===== config.mk =====
export PLATFORM = sky130hd
export DESIGN_NAME = pingpang_sched
export DESIGN_NICKNAME = d
export VERILOG_FILES = /design/src/rtl/pingpang_sched_pkg.sv /design/src/rtl/pingpang_rd_pipe.sv /design/src/rtl/pingpang_sched.sv
export SDC_FILE = /design/constraint.sdc
export NUM_CORES = 1
export LEC_CHECK = 0
export CAP_MARGIN = 10
export CELL_PAD_IN_SITES_DETAIL_PLACEMENT = 1
export CELL_PAD_IN_SITES_GLOBAL_PLACEMENT = 1
export CORE_UTILIZATION = 39
export DETAILED_ROUTE_END_ITERATION = 16
export GPL_TIMING_DRIVEN = 0
export PLACE_DENSITY_LB_ADDON = 0.2
export SLEW_MARGIN = 5
export SYNTH_ARGS = -nofsm -noshare
export SYNTH_HDL_FRONTEND = slang
export SYNTH_SLANG_ARGS = --single-unit

===== constraint.sdc =====
create_clock -name sys_clk -period 4.65 [get_ports sys_clk]
set_clock_uncertainty 0.1 [all_clocks]
set_input_delay 1.395 -clock sys_clk [delete_from_list [all_inputs] [get_ports sys_clk]]
set_output_delay 1.395 -clock sys_clk [all_outputs]
set_load 0.1 [all_outputs]

===== src/rtl/pingpang_sched_pkg.sv =====
// Shared constants for the ping-pong bank scheduler: widths, read FSM
// encoding and bank indices.
package pingpang_sched_pkg;

  localparam int WR_AW_DEF = 7;
  localparam int WR_DW_DEF = 8;

  function automatic int rd_aw_of(input int wr_aw);
    return wr_aw - 1;
  endfunction

  function automatic int rd_dw_of(input int wr_dw);
    return 2 * wr_dw;
  endfunction

  typedef enum logic {
    RD_IDLE = 1'b0,
    RD_READ = 1'b1
  } rd_state_e;

  localparam logic BANK1 = 1'b0;
  localparam logic BANK2 = 1'b1;

endpackage


===== src/rtl/pingpang_rd_pipe.sv =====
// Read return path: delays rd_en and bank select to line up with RAM q,
// then registers the selected word as data_out.
module pingpang_rd_pipe
  import pingpang_sched_pkg::*;
#(
  parameter int RD_DW = 16
) (
  input  logic             sys_clk,
  input  logic             sys_rst_n,
  input  logic             rd_en,
  input  logic             rd_bank,
  input  logic [RD_DW-1:0] q1,
  input  logic [RD_DW-1:0] q2,
  output logic [RD_DW-1:0] data_out,
  output logic             data_out_valid
);

  logic en_d;
  logic bank_d;

  always_ff @(posedge sys_clk or negedge sys_rst_n) begin
    if (!sys_rst_n) begin
      en_d           <= 1'b0;
      bank_d         <= BANK1;
      data_out       <= '0;
      data_out_valid <= 1'b0;
    end else begin
      en_d           <= rd_en;
      bank_d         <= rd_bank;
      data_out_valid <= en_d;
      if (en_d) data_out <= (bank_d == BANK2) ? q2 : q1;
    end
  end

endmodule


===== src/rtl/pingpang_sched.sv =====
// Ping-pong scheduler: fills ram1/ram2 alternately with bytes and drains
// each full bank as 16-bit words, with full-flag interlock and overflow.
module pingpang_sched
  import pingpang_sched_pkg::*;
#(
  parameter int WR_AW = WR_AW_DEF,
  parameter int WR_DW = WR_DW_DEF,
  parameter int RD_DW = rd_dw_of(WR_DW)
) (
  input  logic             sys_clk,
  input  logic             sys_rst_n,
  input  logic             data_en,
  input  logic [WR_DW-1:0] data_in,
  input  logic             out_ready,
  output logic             ram1_wr_en,
  output logic [WR_AW-1:0] ram1_wr_addr,
  output logic [WR_DW-1:0] ram1_wr_data,
  output logic             ram2_wr_en,
  output logic [WR_AW-1:0] ram2_wr_addr,
  output logic [WR_DW-1:0] ram2_wr_data,
  output logic             ram1_rd_en,
  output logic [WR_AW-2:0] ram1_rd_addr,
  output logic             ram2_rd_en,
  output logic [WR_AW-2:0] ram2_rd_addr,
  input  logic [RD_DW-1:0] ram1_rd_data,
  input  logic [RD_DW-1:0] ram2_rd_data,
  output logic [RD_DW-1:0] data_out,
  output logic             data_out_valid,
  output logic [1:0]       bank_full,
  output logic             overflow
);

  localparam int RD_AW = rd_aw_of(WR_AW);
  localparam logic [WR_AW-1:0] WR_MAX = '1;
  localparam logic [RD_AW-1:0] RD_MAX = '1;

  logic             wr_sel;
  logic [WR_AW-1:0] wr_cnt;
  logic             accept;

  assign accept = data_en && !bank_full[wr_sel];

  always_ff @(posedge sys_clk or negedge sys_rst_n) begin
    if (!sys_rst_n) begin
      wr_sel       <= BANK1;
      wr_cnt       <= '0;
      ram1_wr_en   <= 1'b0;
      ram1_wr_addr <= '0;
      ram1_wr_data <= '0;
      ram2_wr_en   <= 1'b0;
      ram2_wr_addr <= '0;
      ram2_wr_data <= '0;
      overflow     <= 1'b0;
    end else begin
      ram1_wr_en <= accept && (wr_sel == BANK1);
      ram2_wr_en <= accept && (wr_sel == BANK2);
      if (accept) begin
        if (wr_sel == BANK1) begin
          ram1_wr_addr <= wr_cnt;
          ram1_wr_data <= data_in;
        end else begin
          ram2_wr_addr <= wr_cnt;
          ram2_wr_data <= data_in;
        end
        wr_cnt <= wr_cnt + 1'b1;
        if (wr_cnt == WR_MAX) wr_sel <= ~wr_sel;
      end
      if (data_en && !accept) overflow <= 1'b1;
    end
  end

  rd_state_e        rd_state;
  logic             rd_sel;
  logic [RD_AW-1:0] rd_cnt;
  logic             rd_last;
  logic [1:0]       full_set;
  logic [1:0]       full_clr;

  // Last word of the bank was issued on the previous edge.
  assign rd_last = (rd_sel == BANK1) ? (ram1_rd_en && ram1_rd_addr == RD_MAX)
                                     : (ram2_rd_en && ram2_rd_addr == RD_MAX);

  always_ff @(posedge sys_clk or negedge sys_rst_n) begin
    if (!sys_rst_n) begin
      rd_state     <= RD_IDLE;
      rd_sel       <= BANK1;
      rd_cnt       <= '0;
      ram1_rd_en   <= 1'b0;
      ram1_rd_addr <= '0;
      ram2_rd_en   <= 1'b0;
      ram2_rd_addr <= '0;
    end else begin
      ram1_rd_en <= 1'b0;
      ram2_rd_en <= 1'b0;
      if (rd_state == RD_IDLE) begin
        if (bank_full[rd_sel]) rd_state <= RD_READ;
      end else if (rd_last) begin
        rd_sel   <= ~rd_sel;
        rd_state <= RD_IDLE;
      end else if (out_ready) begin
        if (rd_sel == BANK1) begin
          ram1_rd_en   <= 1'b1;
          ram1_rd_addr <= rd_cnt;
        end else begin
          ram2_rd_en   <= 1'b1;
          ram2_rd_addr <= rd_cnt;
        end
        rd_cnt <= rd_cnt + 1'b1;
      end
    end
  end

  assign full_set = {ram2_wr_en && (ram2_wr_addr == WR_MAX),
                     ram1_wr_en && (ram1_wr_addr == WR_MAX)};
  assign full_clr = {rd_last && (rd_sel == BANK2), rd_last && (rd_sel == BANK1)};

  always_ff @(posedge sys_clk or negedge sys_rst_n) begin
    if (!sys_rst_n) bank_full <= 2'b00;
    else            bank_full <= (bank_full | full_set) & ~full_clr;
  end

  pingpang_rd_pipe #(.RD_DW(RD_DW)) u_rd_pipe (
    .sys_clk        (sys_clk),
    .sys_rst_n      (sys_rst_n),
    .rd_en          (ram1_rd_en || ram2_rd_en),
    .rd_bank        (ram2_rd_en),
    .q1             (ram1_rd_data),
    .q2             (ram2_rd_data),
    .data_out       (data_out),
    .data_out_valid (data_out_valid)
  );

endmodule


==> results of run 1 <==
## kinds of logic (layout without fill, tap and decap cells)
logic type / count (synthesis) / count (layout) / share of synthesized area (%)
AND/OR/NAND/NOR: 91 / 91 / 13.4
flip-flops: 84 / 84 / 61.3
multiplexers: 50 / 50 / 16.5
AO/OA/AOI/OAI: 19 / 19 / 2.92
XOR/XNOR: 13 / 13 / 3.32
buffers and inverters: 13 / 138 / 1.86
adder cells (fa/ha/maj): 2 / 2 / 0.730
## routing by layer
layer  part of all wire, %  vias up  global-route usage [%]
met4                   1.4        0                    8.21
met5                     0        -                       0
met2                    50       69                    33.4
met1                    43     1258                    26.3
met3                   4.6       11                    2.92
li1                      -     1170                       -
## cell usage after synthesis (all sizes together)
master and n:
a211oi 1, a21oi 17, and2b 1, and3 1, buf 5, clkbuf 5
dfrtp 84, ha 2, inv 3, mux2 33, mux2i 17, nand2 39
nand3 6, nand3b 1, nand4 9, nand4b 1, nor2 27, nor3 4
o21bai 1, or2 2, xnor2 8, xor2 5
## registers in the layout (all words and copies together), names as in the netlist, 2 cells and up
| signal | cells |
|---|---|
| wr_cnt | 7 |
| u_rd_pipe.data_out | 16 |
| ram1_wr_data | 8 |
| ram2_wr_addr | 7 |
| bank_full | 2 |
| ram2_rd_addr | 6 |
| ram1_rd_addr | 6 |
| ram1_wr_addr | 7 |
| ram2_wr_data | 8 |
| rd_cnt | 6 |
## power by group
part	switching, µW	internal, µW	leakage (µW)	total [µW]
clock	257	300	0.0000956	558
sequential	75.1	799	0.00104	874
combinational	373	162	0.00107	535
total	705	1260	0.00221	1970
## final cells by class
class	instances	area (µm²)
multi-input cells	175	1260
flip-flops and latches	84	2100
well taps	105	131
plain buffers	10	52.6
clock inverters	4	75.1
inverters	3	11.3
repair buffers	110	1120
fillers	875	3500
clock buffers	11	131
## per-stage QoR
stage / total power [µW] / utilization, % / cell area, µm² / worst slack, ps
floorplan: 1240 / - / 3430 / 2110
global placement: 1410 / 55.5 / 4650 / -970
detailed placement: 1430 / 55.8 / 4680 / 1200
CTS: 1990 / 58.3 / 4880 / 1190
global route: 2050 / 58.3 / 4880 / 1170
finish: 1970 / 58.3 / 4880 / 1210
## layout by cell type, fill, tap and decap left out, drive strengths merged, types with 2 or more instances in the layout
master	Yosys	routed
or2	2	2
buf	5	7
nand3	6	6
nand2	39	39
clkdlybuf4s50	0	108
clkinvlp	0	2
nor3	4	4
xnor2	8	8
bufinv	0	2
nand4	9	9
mux2	33	33
xor2	5	5
nor2	27	27
ha	2	2
dfrtp	84	84
mux2i	17	17
a21oi	17	17
clkbuf	5	16
inv	3	3
## how the worst max path moves through the flow
| stage | startpoint | end | slack (ps) | cells after the start |
|---|---|---|---|---|
| after floorplan | data_en | ram1_wr_addr[0] | 2110 | 4 |
| after global placement | sys_rst_n | u_rd_pipe.data_out[9] | -970 | 1 |
| after detailed placement | data_en | ram1_wr_data[4] | 1200 | 5 |
| after CTS | bank_full[1] | bank_full[1] | 1190 | 1 |
| after global routing | bank_full[1] | bank_full[1] | 1170 | 1 |
| final | bank_full[1] | bank_full[1] | 1210 | 1 |
==> impl_metrics.toml, run 1 <==
[yosys]
synth.distinct_cells = 28
synth_top_area_share_pct = 61.3
syn_area_um2 = 3430
syn_avg_cell_area_um2 = 12.6
yosys.area.top_type = "dfrtp_1"
yosysSeqAreaShare_pct = 61.3
synth_warnings = 0
syn-num-nets = 318
ys_seq_elements = 84
netlist_top_cells_area = "dfrtp_1 61%, mux2_2 8.9%, mux2i_1 5.0%"
synth_cells = 272

[drt]
drt-initial-drc-count = 86
dr.pass1.iters = 4
ant_nets = 0
routed-via-count = 2508
vias_per_cell = 5.00
wl_mm = 8.60
post_drt_wl_per_cell_um = 17.1
drc = 0

[pwr]
powerDensity_nw_per_um2 = 403
vdd_drop_max_mv = 0.458
leakagePower_uw = 0.00221

[timing]
max_clock_freq_ghz = 0.291
finalSetupViolCount = 0
whs_ps = 340
final_hold_viol_count = 0
maxSlewHeadroom_pct = 32.2
grt_setup_unrepaired = "no"
maxSlewViolCount = 0
period_minus_slack_ps = 3440
tightest_slew_ps = 1010
finalCritPeriodShare_pct = 73.9
setup_tns_ps = 0

[finish]
nets = 439
syn_to_final_growth_pct = 42.4
final_layout_size_suffix_gt1_share_pct = 15.9
diodes = 0
stdcell_count = 502

[floorplanning]
fp.dieArea_um2 = 9170
rows = 33
fp.dieH_um = 95.8
dieWidth_um = 95.8
core_um2 = 8380
floorplan.initialDensity_pct = 40.9
io_pins = 110

[worst_setup_path]
critPathSlowestCell = "clkdlybuf4s50_1"
ff2ff_setup_slack_ps = 2670
cp_cell_sequence = "clkdlybuf4s50_1"
worst_path_largest_cell_delay_ps = 1160
critical_path.endpoint_type = "primary output"
reg2regPathDepth = 4
reg2reg_to = "ram1_wr_data[0]"
cp-start-kind = "register"
worst-endpoint-arrival_ps = 1940
crit_family = "buffers and inverters"
cp_num_buf_inv = 1
r2r_start = "wr_sel"
path_max_fanout = 5
crit_type = "reg2out"
required_ps = 3150

[clock_network]
cts_buffers = 9
postCtsSetupRepairBufs = 0
cts.sinks = 84
cts-root-buf = "clkbuf_8"
clk_latency_ps = 350
cts.htree.levels = 3
postCtsHoldBufs = 0
cts_tree = "built"
clock_path_buffers = 2
path_clk_slew_ps = 80
cts_repair_resize_count = 0

[grt]
antenna_found_initial = 0
grt_max_degree = 68
grt_pass1_vias = 2600
grt_pass1_wl_mm = 13.5
grt_overflow = 0
grt_usage_pct = 20.0

[outcome]
status = "completed"

[min_path]
whs_endpoint = "u_rd_pipe.bank_d"
hp-class = "reg2reg"
min_path_cells = 0
min_from = "ram2_rd_en"

[flow_run]
cap_violations = 0

[placed_design]
dp.cells = 487
gp_congestion = 0.716
hpwl_mm = 6.18
io_buffers = 109
Power figures use the tool's default switching activity.
==> run 2: changes to the inputs <==
- CORE_UTILIZATION: 39 -> 36
- clock period: 4.65 -> 3.6 ns (I/O delays scaled with it)
==> run 2 against run 1 <==
  * First-iteration DRC count shrank 29%
  * Flip-flop and latch count unchanged
  * Final cell count grew 5.0%
  * Clock power rose by 13%
  * Sequential power up 29%
  * Via count down 0.68%
  * Count of clock-buffer cells in the layout shrank 1
  * Non-clock buffer count did not move
  * Combinational power is 28% higher
  * Cell area grew 0.15%
  * Largest cell class unchanged
==> impl_metrics.toml, run 2 (same netlist as run 1, synthesis figures left out) <==
[outcome]
status = "completed"

[worst_setup_path]
cp_num_buf_inv = 1
crit_type = "reg2out"
reg2regPathDepth = 4
crit_family = "buffers and inverters"
critPathSlowestCell = "clkdlybuf4s50_1"
critical_path.endpoint_type = "primary output"
r2r_start = "wr_sel"
required_ps = 2420
path_max_fanout = 5
worst_path_largest_cell_delay_ps = 1170
worst-endpoint-arrival_ps = 1940
reg2reg_to = "ram1_wr_addr[1]"
ff2ff_setup_slack_ps = 1640
cp-start-kind = "register"
cp_cell_sequence = "clkdlybuf4s50_1"

[finish]
final_common_cell = "clkdlybuf4s50_1"
diodes = 0
top_regs = "u_rd_pipe.data_out: 16 flops, ram1_wr_data: 8 flops, ram2_wr_data: 8 flops"
final_area_um2 = 4890
final_core_util_pct = 52.9
largest_register = "u_rd_pipe.data_out"
layout_common_cells = "108 x clkdlybuf4s50_1, 84 x dfrtp_1, 38 x nand2_1"
largest_register_ffs = 16
final_layout_size_suffix_gt1_share_pct = 16.6
nets = 439
syn_to_final_growth_pct = 42.6

[timing]
finalSetupViolCount = 0
grt_setup_unrepaired = "no"
fin_ws_ps = 483
maxSlewHeadroom_pct = 30.8
maxSlewViolCount = 0
period_minus_slack_ps = 3120
finalCritPeriodShare_pct = 86.6
setup_tns_ps = 0
max_clock_freq_ghz = 0.321
final_hold_viol_count = 0
tightest_slew_ps = 1030

[grt]
use_met2_pct = 29.7
grt_usage_pct = 17.7
grt_pass1_wl_mm = 13.6
grt_pass1_vias = 2770
grt_overflow = 0
met1_usage_pct = 23.2
met3_usage_pct = 3.02
busiest_layer = "met2"
antenna_found_initial = 0
grt_max_degree = 47

[pwr]
intPower_uw = 1510
p_seq_share_pct = 46.2
powerDensity_nw_per_um2 = 501
switching_power_uw = 936
p_sw_share_pct = 38.2
power_frac_comb_pct = 28.0
clock_power_share_pct = 25.8
leakagePower_uw = 0.00220
vdd_drop_max_mv = 0.555

[clock_network]
cts-root-buf = "clkbuf_8"
cts.sinks = 84
path_clk_slew_ps = 90
cts_tree = "built"
clock_path_buffers = 2
cts_buffers = 9
postCtsSetupRepairBufs = 0
cts.htree.levels = 3
cts_repair_resize_count = 0
postCtsHoldBufs = 0
clk_latency_ps = 340

[floorplanning]
rows = 35
floorplan.initialDensity_pct = 37.1
core_um2 = 9240
io_pins = 110
fp.dieArea_um2 = 9920
dieWidth_um = 99.6
fp.dieH_um = 99.6

[drt]
ant_nets = 0
dr.pass1.iters = 4
drt-initial-drc-count = 61
wl_mm = 8.16
routed-via-count = 2491
vias_per_cell = 4.73
post_drt_wl_per_cell_um = 15.5
drc = 0

[min_path]
hp-class = "reg2reg"
whs_endpoint = "u_rd_pipe.bank_d"
min_from = "ram2_rd_en"
min_path_cells = 0

[placed_design]
hpwl_mm = 6.05
dpl_cell_area_um2 = 4710
place_ws_ps = 513
io_buffers = 109
gp_congestion = 0.673

[flow_run]
cap_violations = 0
-- run 2: layout make-up --
cell class                      count  area (µm²)
Multi-Input combinational cell    175        1260
Inverter                            3        11.3
Tap cell                          129         161
Clock inverter                      6        46.3
Clock buffer                       10         138
Timing Repair Buffer              110        1120
Buffer                             10        52.6
Sequential cell                    84        2100
Fill cell                         995        4350
-- run 2: metrics by stage --
step | hold WS (ps) | instances | total power [µW]
final | 333 | 527 | 2450
after global routing | 365 | 527 | 2550
after CTS | 339 | 527 | 2480
after detailed placement | 316 | 511 | 1840
after global placement | 321 | 510 | 1820
after floorplan | 328 | 272 | 1610
-- run 2: power groups by stage --
stage | combinational (µW) | sequential [µW] | clock [µW]
after floorplan | 116 | 1490 | 0
after global placement | 679 | 1140 | 0
final | 686 | 1130 | 632
after CTS | 693 | 1130 | 650
after global routing | 716 | 1150 | 685
after detailed placement | 691 | 1150 | 0
-- run 2: worst max-delay path by stage --
stage | from | endpoint | slack (ps) | cells past startpoint
final | bank_full[1] | bank_full[1] | 480 | 1
after floorplan | data_en | ram1_wr_addr[1] | 1370 | 4
after global routing | ram1_rd_addr[1] | ram1_rd_addr[1] | 420 | 1
after CTS | bank_full[1] | bank_full[1] | 450 | 1
after global placement | sys_rst_n | u_rd_pipe.data_out[11] | -1750 | 1
after detailed placement | data_en | ram1_wr_addr[1] | 510 | 5
-- run 2: per-layer routing --
metal	part of all wire, %	wire length, µm	up-vias
met3	3.4	278	7
met4	0.91	74	0
met1	45	3710	1261
met2	50	4100	57
met5	0	0	-
li1	-	-	1166
==> run 3: changes to the inputs <==
- SKIP_CTS_REPAIR_TIMING: default -> 1
==> results of run 3 <==
Final layout, timing and power as in run 2 (identical DEF).
